===== config.mk =====
export PLATFORM = sky130hd
export DESIGN_NAME = dkong_bus_arbiter
export DESIGN_NICKNAME = d
export VERILOG_FILES = /design/src/rtl/dkong_bus_arbiter.sv
export SDC_FILE = /design/constraint.sdc
export NUM_CORES = 1
export LEC_CHECK = 0
export BUFFER_PORTS_ARGS = -buffer_cell sky130_fd_sc_hd__buf_2
export CAP_MARGIN = 20
export CORE_AREA = 4 4 62 64
export CTS_BUF_LIST = sky130_fd_sc_hd__clkbuf_16
export CTS_CLUSTER_DIAMETER = 50
export DETAILED_ROUTE_END_ITERATION = 7
export DIE_AREA = 0 0 66 68
export PLACE_DENSITY = 0.67
export SYNTH_ARGS = -nofsm -noshare
export SYNTH_HDL_FRONTEND = slang
export SYNTH_SLANG_ARGS = --single-unit

===== constraint.sdc =====
create_clock -name I_CLK -period 1.8 [get_ports I_CLK]
set_clock_uncertainty 0.1 [all_clocks]
set_input_delay 0.45 -clock I_CLK [delete_from_list [all_inputs] [get_ports I_CLK]]
set_output_delay 0.45 -clock I_CLK [all_outputs]
set_load 0.01 [all_outputs]

===== src/rtl/dkong_bus_arbiter.sv =====
// Hold responder between the sprite DMA (HRQ/HLDA) and the Z80 (BUSRQn/BUSAKn).
// Adds bus turnaround, a maximum hold time and a minimum CPU-ownership gap.
module dkong_bus_arbiter #(
  parameter int unsigned SETTLE_CYC = 2,
  parameter int unsigned MAX_HOLD   = 2048,
  parameter int unsigned MIN_GAP    = 4,
  parameter int unsigned CNT_W      = 12
) (
  input  logic I_CLK,
  input  logic I_RST,
  input  logic I_CLK_EN,
  input  logic I_HRQ,
  input  logic I_CPU_BUSAKn,
  output logic O_CPU_BUSRQn,
  output logic O_HLDA,
  output logic O_BUS_SEL,
  output logic O_ABORT
);

  typedef enum logic [2:0] {
    S_IDLE,
    S_REQ,
    S_SETTLE,
    S_GRANT,
    S_RELEASE,
    S_GAP
  } state_t;

  localparam logic [CNT_W-1:0] SETTLE_LAST = CNT_W'(SETTLE_CYC - 1);
  localparam logic [CNT_W-1:0] HOLD_LAST   = CNT_W'(MAX_HOLD - 1);
  localparam logic [CNT_W-1:0] GAP_LAST    = CNT_W'(MIN_GAP - 1);
  localparam logic [CNT_W-1:0] CNT_ONE     = CNT_W'(1);

  state_t           state;
  logic [CNT_W-1:0] cnt;
  logic             armed;

  // One counter serves SETTLE, GRANT and GAP; it is cleared on entry to each.
  always_ff @(posedge I_CLK or posedge I_RST) begin
    if (I_RST) begin
      state        <= S_IDLE;
      cnt          <= '0;
      armed        <= 1'b1;
      O_CPU_BUSRQn <= 1'b1;
      O_HLDA       <= 1'b0;
      O_BUS_SEL    <= 1'b0;
      O_ABORT      <= 1'b0;
    end else if (I_CLK_EN) begin
      O_ABORT <= 1'b0;
      if (!I_HRQ) armed <= 1'b1;

      case (state)
        S_IDLE: begin
          if (I_HRQ && armed) begin
            state        <= S_REQ;
            O_CPU_BUSRQn <= 1'b0;
          end
        end

        S_REQ: begin
          if (!I_HRQ) begin
            state        <= S_IDLE;
            O_CPU_BUSRQn <= 1'b1;
          end else if (!I_CPU_BUSAKn) begin
            state <= S_SETTLE;
            cnt   <= '0;
          end
        end

        S_SETTLE: begin
          cnt <= cnt + CNT_ONE;
          // A CPU that lets go of BUSAKn early forfeits the grant.
          if (!I_HRQ || I_CPU_BUSAKn) begin
            state <= S_RELEASE;
          end else if (cnt == SETTLE_LAST) begin
            state     <= S_GRANT;
            O_HLDA    <= 1'b1;
            O_BUS_SEL <= 1'b1;
            cnt       <= '0;
          end
        end

        S_GRANT: begin
          cnt <= cnt + CNT_ONE;
          if (!I_HRQ || I_CPU_BUSAKn) begin
            state     <= S_RELEASE;
            O_HLDA    <= 1'b0;
            O_BUS_SEL <= 1'b0;
          end else if (cnt == HOLD_LAST) begin
            state     <= S_RELEASE;
            O_HLDA    <= 1'b0;
            O_BUS_SEL <= 1'b0;
            O_ABORT   <= 1'b1;
            armed     <= 1'b0;
          end
        end

        // Mux has already swung back; hold BUSRQn one more cycle before the CPU resumes.
        S_RELEASE: begin
          state        <= S_GAP;
          O_CPU_BUSRQn <= 1'b1;
          cnt          <= '0;
        end

        S_GAP: begin
          cnt <= cnt + CNT_ONE;
          if (cnt == GAP_LAST) state <= S_IDLE;
        end

        default: begin
          state        <= S_IDLE;
          cnt          <= '0;
          O_CPU_BUSRQn <= 1'b1;
          O_HLDA       <= 1'b0;
          O_BUS_SEL    <= 1'b0;
        end
      endcase
    end
  end

endmodule


==> reports/results.ini, run 1 <==
[pwr]
total_power_w=0.00208
p_leak_nw=0.791
comb_power_share=0.511
p_seq_frac=0.273
power.switching_w=0.000732
p_per_area_mw_per_mm2=1190
p_clk_frac=0.217
internal_power_w=0.00135
ir_drop_uv=354
switching_share=0.352

[setup_path]
cp_data_arrival_time_ns=1.91
reg2reg_slack_ns=-0.08
start_kind=flip-flop
crit_path_end=cnt[6]
r2r_cells=5
cp-startpoint=cnt[5]
setup.worst_path.class=flip-flop to flip-flop
crit_fanout=6
worstSetupEndpointType=flip-flop
required_ns=1.84
timing.rr.end=cnt[6]
r2r_start=cnt[5]

[yosys]
synth_cell_types=49
syn-instance-count=132
yosysSeqAreaShare=0.375
avgSynthCellArea_sq_um=9.66
ys.warnings.count=0
netlist_area_sq_mm=0.00127
synth_nets=139
ys_seq_elements=19

[sta]
tightest_slew_ns=0.385
layout_min_cycle_time_ns=1.88
setup_violations=5
fmax_ghz=0.533
slew_violations=0
setup_ws_ns=-0.0754
rsz0062_at_grt=yes
relSlewSlack=0.744
finalHoldViolations=0
finalCritPeriodShare=1.04

[global_route]
grt_pass1_wl_mm=5.25
grtUsageTotal=0.156
antenna_found_initial=0
grt_max_degree=20
grt_pass1_vias=1168
overflow=0

[clock_network]
path_clk_slew_ns=0.05
cts_hold_buf=0
htreeDepth=1
clockBufferDepth=2
cts_sinks=19
cts_tree=done
cts_root_buf=clkbuf_16
cts-buffers-inserted=3
clk_latency_ns=0.25

[floorplanning]
dieArea_sq_mm=0.00449
die_x_microns=66
rows=21
die-height_microns=68
start_util=0.388
num_io_pins=9
coreArea_sq_mm=0.00328

[placed_design]
place.gp.congestion=0.831
io_buffer_count=8
dpl_cell_area_sq_mm=0.00152
dp_hpwl_mm=2.40

[routing]
initialDrtViolationCount=61
via_count=1150
drt_first_pass_iters=4
drc_errors=0
wl_mm=3.21
drt.antenna.violating_nets=0
vias_per_cell=5.37
wl_per_cell_microns=15.0

[hold_path]
hold_path_class=input pin to asynchronous set/reset pin

[final_layout]
areaGrowthSynthToFinish_pct=36.7
layout.nets=176
antenna_cells=0
drive_gt1_frac=0.482
design_area_sq_mm=0.00174

[job]
cap_violations=0

[status]
status=finished, violations left
failed_checks=setup timing

-- cell families after synthesis --
logic type                 share of synthesized area
and+or+nand+nor                                0.310
AOI/OAI and AO/OA                              0.221
DFF                                            0.375
buffers and inverters                         0.0491
muxes                                         0.0255
adders and majority gates                     0.0196
-- Yosys cell counts, drive strengths merged --
| cell | instances | area share |
|---|---|---|
| a2111oi | 1 | 0.0069 |
| a21o | 4 | 0.026 |
| a21oi | 4 | 0.016 |
| a221o | 1 | 0.0079 |
| a22o | 8 | 0.057 |
| and2b | 2 | 0.014 |
| and3 | 4 | 0.020 |
| and3b | 1 | 0.0069 |
| and4 | 2 | 0.015 |
| and4bb | 1 | 0.0098 |
| buf | 6 | 0.040 |
| dfrtp | 17 | 0.33 |
| dfstp | 2 | 0.041 |
| ha | 2 | 0.020 |
| inv | 3 | 0.0088 |
| mux2 | 2 | 0.018 |
| mux2i | 1 | 0.0079 |
| nand2 | 9 | 0.026 |
| nand2b | 1 | 0.0049 |
| nand3 | 12 | 0.047 |
| nand3b | 1 | 0.0059 |
| nand4 | 3 | 0.020 |
| nor2 | 12 | 0.037 |
| nor2b | 6 | 0.029 |
| nor3 | 1 | 0.0039 |
| nor3b | 1 | 0.0059 |
| nor4 | 2 | 0.026 |
| nor4bb | 1 | 0.0079 |
| o211a | 1 | 0.0079 |
| o211ai | 1 | 0.0059 |
| o21a | 2 | 0.018 |
| o21ai | 8 | 0.034 |
| o21bai | 2 | 0.012 |
| o31a | 1 | 0.0079 |
| o31ai | 2 | 0.023 |
| or2 | 1 | 0.0049 |
| or2b | 2 | 0.014 |
| or4 | 2 | 0.012 |
-- cells in the final DEF (no fill, tap or decap), types with 3 or more instances in the layout --
| cell type | count |
|---|---|
| buf_2 | 8 |
| clkbuf_16 | 3 |
| inv_1 | 4 |
| dfrtp_1 | 13 |
| a21oi_1 | 3 |
| nand3_1 | 12 |
| nand2_1 | 7 |
| and3_1 | 3 |
| dfrtp_2 | 4 |
| nor2_1 | 11 |
| o21ai_0 | 3 |
| buf_4 | 27 |
| buf_6 | 3 |
| nor2b_1 | 5 |
| a22o_1 | 6 |
-- worst min path at each step --
stage                to  cells past startpoint
6_report       state[1]                      3
5_1_grt         O_ABORT                      3
4_1_cts         O_ABORT                      3
3_5_place_dp    O_ABORT                      3
3_3_place_gp    O_ABORT                      3
2_1_floorplan   O_ABORT                      1
-- layout make-up --
type | count | area, sq um
clock buffers | 3 | 75.1
clock inverters | 1 | 3.75
fillers | 307 | 1540
inverters | 3 | 11.3
multi-input cells | 104 | 836
flip-flops and latches | 19 | 483
well taps | 46 | 57.6
repair buffers | 38 | 277
-- metal layers --
layer / wire length, microns / up-vias / track usage
met5: 0 / - / 0
met4: 100 / 0 / 0.0888
met3: 90 / 9 / 0.0279
met2: 1660 / 15 / 0.274
met1: 1360 / 564 / 0.180
li1: - / 562 / -
-- power by group through the flow --
| stage | Sequential [W] | Clock [W] | Combinational (W) |
|---|---|---|---|
| 2_1_floorplan | 0.000550 | 0 | 0.000565 |
| 3_3_place_gp | 0.000577 | 0 | 0.000771 |
| 3_5_place_dp | 0.000582 | 0 | 0.000809 |
| 4_1_cts | 0.000580 | 0.000463 | 0.000853 |
| 5_1_grt | 0.000572 | 0.000488 | 0.00115 |
| 6_report | 0.000567 | 0.000451 | 0.00106 |
-- stage by stage --
stage	instances	hold WS (ns)	util	worst slack, ns	TNS (ns)
detailed placement	205	0.386	0.463	-0.229	-1.88
global route	214	0.157	0.531	-0.152	-1.04
finish	214	0.113	0.531	-0.0754	-0.178
global placement	205	0.384	0.463	-0.162	-1.11
floorplan	132	0.300	-	0.0138	0
CTS	210	0.117	0.498	-0.0689	-0.252
-- worst max-delay path, stage by stage, from the launching register on --
cell and delay, ns:
dfrtp_1 0.40, nor4_4 0.39, nand4_4 0.18, o21a_4 0.27
and3_4 0.17, a221o_1 0.25
-- what timing repair did --
| action | in CTS | in global routing |
|---|---|---|
| endpoints found under the setup margin | 11 | 16 |
| gates resized for setup | 9 | 21 |
| pin swaps | 8 | 10 |
| buffers inserted | 1 | 5 |
-- registers in the layout, summed over array words and instances, names as in the netlist --
name          flops
armed             1
cnt              12
state             3
O_ABORT           1
O_CPU_BUSRQn      1
O_BUS_SEL         1
Note: power is estimated with default switching activity, not from simulation.
==> inputs of run 2 (changes only) <==
Settings changed: ABC_AREA from default to 1, CORE_AREA 4 4 62 64 to 4 4 63 65, DIE_AREA 0 0 66 68 to 0 0 67 69, PLACE_DENSITY 0.67 to 0.68.
==> reports/results.ini, run 2 <==
[yosys]
syn-instance-count=197
synth_nets=204
netlist_area_sq_mm=0.00135
ys_top_cells_by_count=nand2_1, nor2_1, inv_1
yosys.area.top_type_share=0.316
synth_cell_types=28
avgSynthCellArea_sq_um=6.83
synth_ff_type=dfrtp_1
ys.warnings.count=0
synthArstFlopShare=1.00
yosysSeqAreaShare=0.355
synth-edff-count=0
yosysMostFrequentCell=nand2_1
synth.largest_area_cell=dfrtp_1
ys_seq_elements=19
synth_area_leaders=dfrtp_1, nand2_1, nor2_1, inv_1, nand3_1

[sta]
finalHoldViolations=0
tightest_slew_ns=0.513
tns_ns=0
fmax_ghz=0.605
layout_min_cycle_time_ns=1.65
rsz0062_at_grt=no
finalCritPeriodShare=0.919
slew_violations=0
setup_violations=0
relSlewSlack=0.658

[placed_design]
dpl_cell_area_sq_mm=0.00148
dp_hpwl_mm=2.28
place.gp.congestion=0.905
io_buffer_count=8

[pwr]
total_power_w=0.00173
p_per_area_mw_per_mm2=1110
ir_drop_uv=393
p_leak_nw=0.824

[routing]
drt.antenna.violating_nets=0
wl_per_cell_microns=11.4
wl_mm=2.98
via_count=1257
drt_first_pass_iters=5
vias_per_cell=4.82
initialDrtViolationCount=85
drc_errors=0

[floorplanning]
coreArea_sq_mm=0.00334
die_x_microns=67
start_util=0.403
rows=21
num_io_pins=9
dieArea_sq_mm=0.00462
die-height_microns=69

[setup_path]
r2r_cells=8
crit_slowest_cell=dfrtp_1
worstSetupEndpointType=flip-flop
cpMostUsedCell=nor2_1
crit_family=simple AND/OR/NAND/NOR gates
cp_data_arrival_time_ns=1.71
crit_chain=inv_2 -> nand3_1 -> nor2_1 -> nor2_4 -> inv_1 -> nor2_1 -> nand2_1 -> o21ai_0
timing.rr.end=cnt[1]
start_kind=flip-flop
required_ns=1.86
setup.worst_path.class=flip-flop to flip-flop
crit_fanout=16
path_depth=8
reg2reg_slack_ns=0.15
slowest_delay_ns=0.46
critPathBufInv=2
r2r_start=state[2]

[clock_network]
cts-buffers-inserted=3
cts_sinks=19
cts_setup_buffers=0
cts_root_buf=clkbuf_16
clk_latency_ns=0.25
clockBufferDepth=2
cts_tree=done
cts_hold_buf=0
cts_repair_resize_count=0
htreeDepth=1
path_clk_slew_ns=0.06

[global_route]
grt_pass1_wl_mm=4.87
use_met1=0.205
grtUsageTotal=0.133
grt_pass1_vias=1091
grt_max_degree=17
antenna_found_initial=0
use_met2=0.188
grt.busiest_layer=met1
grt_util_met3=0.0292
overflow=0

[status]
status=finished, final reports clean

[final_layout]
final_common_cell=nand2_1
largest_reg_flops=12
layout_common_cells=nand2_1, nor2_1, inv_1
areaGrowthSynthToFinish_pct=15.8
fin_util=0.467
design_area_sq_mm=0.00156
antenna_cells=0
drive_gt1_frac=0.163
top_register=cnt
reg_top3=cnt: 12 flops, state: 3 flops
layout.nets=223

[job]
cap_violations=0

[hold_path]
hold_path_class=input pin to asynchronous set/reset pin

==> run 2: changes by cell type after synthesis, sizes merged, moves of 5 or more <==
cell,previous run,this run
nor2,12,30
nand2,9,62
nor2b,6,0
nand3,12,17
nand4,3,9
inv,3,29
a22o,8,0
xor2,0,6
==> run 2: kinds of logic after synthesis <==
group	share of synthesized area
AOI/OAI and AO/OA	0.0660
xor gates and xnor gates	0.0391
adders and majority gates	0.0186
buffers and inverters	0.105
DFF	0.355
and+or+nand+nor	0.416
==> run 2: final cells by class <==
| cell class | count | area, sq um |
|---|---|---|
| repair buffers | 17 | 108 |
| clock inverters | 1 | 5.00 |
| multi-input cells | 146 | 726 |
| fillers | 339 | 1780 |
| flip-flops and latches | 19 | 478 |
| well taps | 46 | 57.6 |
| inverters | 29 | 109 |
| clock buffers | 3 | 75.1 |
==> run 2: worst max path at each step <==
stage	slack, ns	end	startpoint
floorplan	0.23	state[2]	cnt[0]
global placement	0.11	cnt[11]	I_HRQ
detailed placement	0.08	cnt[1]	I_HRQ
CTS	0.14	cnt[1]	state[2]
global route	0.003	cnt[11]	state[2]
finish	0.15	cnt[1]	state[2]
==> run 2: per-stage QoR <==
stage	cells	setup slack, ns	hold slack, ns
floorplan	197	0.226	0.300
global route	261	0.00309	0.177
CTS	261	0.145	0.132
global placement	257	0.107	0.350
detailed placement	257	0.0834	0.368
finish	261	0.146	0.119
==> run 2: where the power goes <==
group	total, W	switching, W	internal (W)	leakage, nW
Clock	0.000459	0.000161	0.000298	0.0409
Combinational	0.000688	0.000435	0.000253	0.528
Sequential	0.000587	0.0000855	0.000502	0.255
Total	0.00173	0.000681	0.00105	0.824
==> run 2: metal layers <==
metal / vias to the layer above / share of wire
met1: 574 / 0.53
met4: 0 / 0.0060
li1: 658 / -
met2: 23 / 0.42
met3: 2 / 0.035
met5: - / 0
==> inputs of run 3 (changes only) <==
Settings changed: GPL_ROUTABILITY_DRIVEN from default to 0, PLACE_DENSITY 0.68 to 0.66.
Clock period 1.8 ns to 1.92 ns, I/O delays scaled along.
==> reports/results.ini, run 3 (synthesis results as in run 2) <==
[routing]
wl_mm=2.94
vias_per_cell=4.85
drc_errors=0
drt_first_pass_iters=4
initialDrtViolationCount=85
wl_per_cell_microns=11.5
via_count=1236
drt.antenna.violating_nets=0

[floorplanning]
rows=21
start_util=0.403
dieArea_sq_mm=0.00462
die_x_microns=67
coreArea_sq_mm=0.00334
num_io_pins=9
die-height_microns=69

[final_layout]
drive_gt1_frac=0.139
largest_reg_flops=12
reg_top3=cnt: 12 flops, state: 3 flops
top_register=cnt
areaGrowthSynthToFinish_pct=12.6
layout_common_cells=nand2_1, nor2_1, inv_1
fillers=355
fin_cells=255
antenna_cells=0
layout.nets=217
final_common_cell=nand2_1

[setup_path]
critPathBufInv=1
r2r_start=state[0]
crit_chain=nor2_1 -> nand2_2 -> nand2_2 -> nor2_4 -> inv_1 -> nor2_1 -> nand2_1 -> o21ai_0
r2r_cells=8
cp_data_arrival_time_ns=1.80
crit_slowest_cell=dfrtp_1
start_kind=flip-flop
setup.worst_path.class=flip-flop to flip-flop
cp-startpoint=state[0]
required_ns=1.99
timing.rr.end=cnt[1]
reg2reg_slack_ns=0.19
crit_fanout=16
crit_family=simple AND/OR/NAND/NOR gates
slowest_delay_ns=0.50
worstSetupEndpointType=flip-flop

[global_route]
overflow=0
grt_pass1_vias=1094
grt_pass1_wl_mm=5.09
grt_max_degree=17
grtUsageTotal=0.140
antenna_found_initial=0

[job]
cap_violations=0

[clock_network]
cts_root_buf=clkbuf_16
htreeDepth=1
cts_hold_buf=0
path_clk_slew_ns=0.05
cts_setup_buffers=0
cts_tree=done
cts-buffers-inserted=3
clk_latency_ns=0.25
cts_sinks=19
cts_repair_resize_count=0
clockBufferDepth=2

[status]
status=finished, final reports clean

[pwr]
p_per_area_mw_per_mm2=1020
p_leak_nw=0.791
total_power_w=0.00155
ir_drop_uv=358

[sta]
finalCritPeriodShare=0.899
tightest_slew_ns=0.397
relSlewSlack=0.735
layout_min_cycle_time_ns=1.73
slew_violations=0
setup_violations=0
finalHoldViolations=0
rsz0062_at_grt=no
tns_ns=0
fmax_ghz=0.579

[placed_design]
io_buffer_count=8
dp.cells=251
dp_hpwl_mm=2.26

[hold_path]
hold_path_class=input pin to asynchronous set/reset pin

run 3: worst max-delay path by stage:
stage | end | slack (ns) | cells past startpoint
after floorplan | state[2] | 0.35 | 10
after detailed placement | cnt[9] | 0.12 | 8
after global routing | cnt[0] | 0.01 | 8
after CTS | cnt[1] | 0.19 | 8
final | cnt[1] | 0.19 | 8
after global placement | cnt[3] | 0.14 | 8
run 3: final cells by class:
cell class | count | area (sq um) | area share
Clock buffer | 3 | 75.1 | 0.0496
Clock inverter | 1 | 3.75 | 0.00248
Inverter | 29 | 109 | 0.0719
Multi-Input combinational cell | 146 | 728 | 0.481
Sequential cell | 19 | 478 | 0.316
Tap cell | 46 | 57.6 | 0.0380
Timing Repair Buffer | 11 | 62.6 | 0.0413
run 3: report_power, final:
part	total [W]	switching (W)	internal, W
Sequential	0.000553	0.0000831	0.000470
Combinational	0.000560	0.000380	0.000179
Clock	0.000433	0.000156	0.000278
Total	0.00155	0.000619	0.000927
run 3: metal layers:
layer	part of all wire	vias up	global-route usage
li1	-	650	-
met1	0.52	564	0.214
met2	0.43	18	0.184
met3	0.037	4	0.0308
met4	0.015	0	0.0608
met5	0	-	0
run 3: metrics by stage:
stage	cell area, sq um	setup slack (ns)	utilization	hold WS (ns)
global placement	1430	0.142	0.429	0.347
CTS	1510	0.192	0.453	0.0738
detailed placement	1430	0.124	0.429	0.346
floorplan	1350	0.346	-	0.330
finish	1510	0.193	0.454	0.0578
global route	1510	0.0136	0.454	0.0876
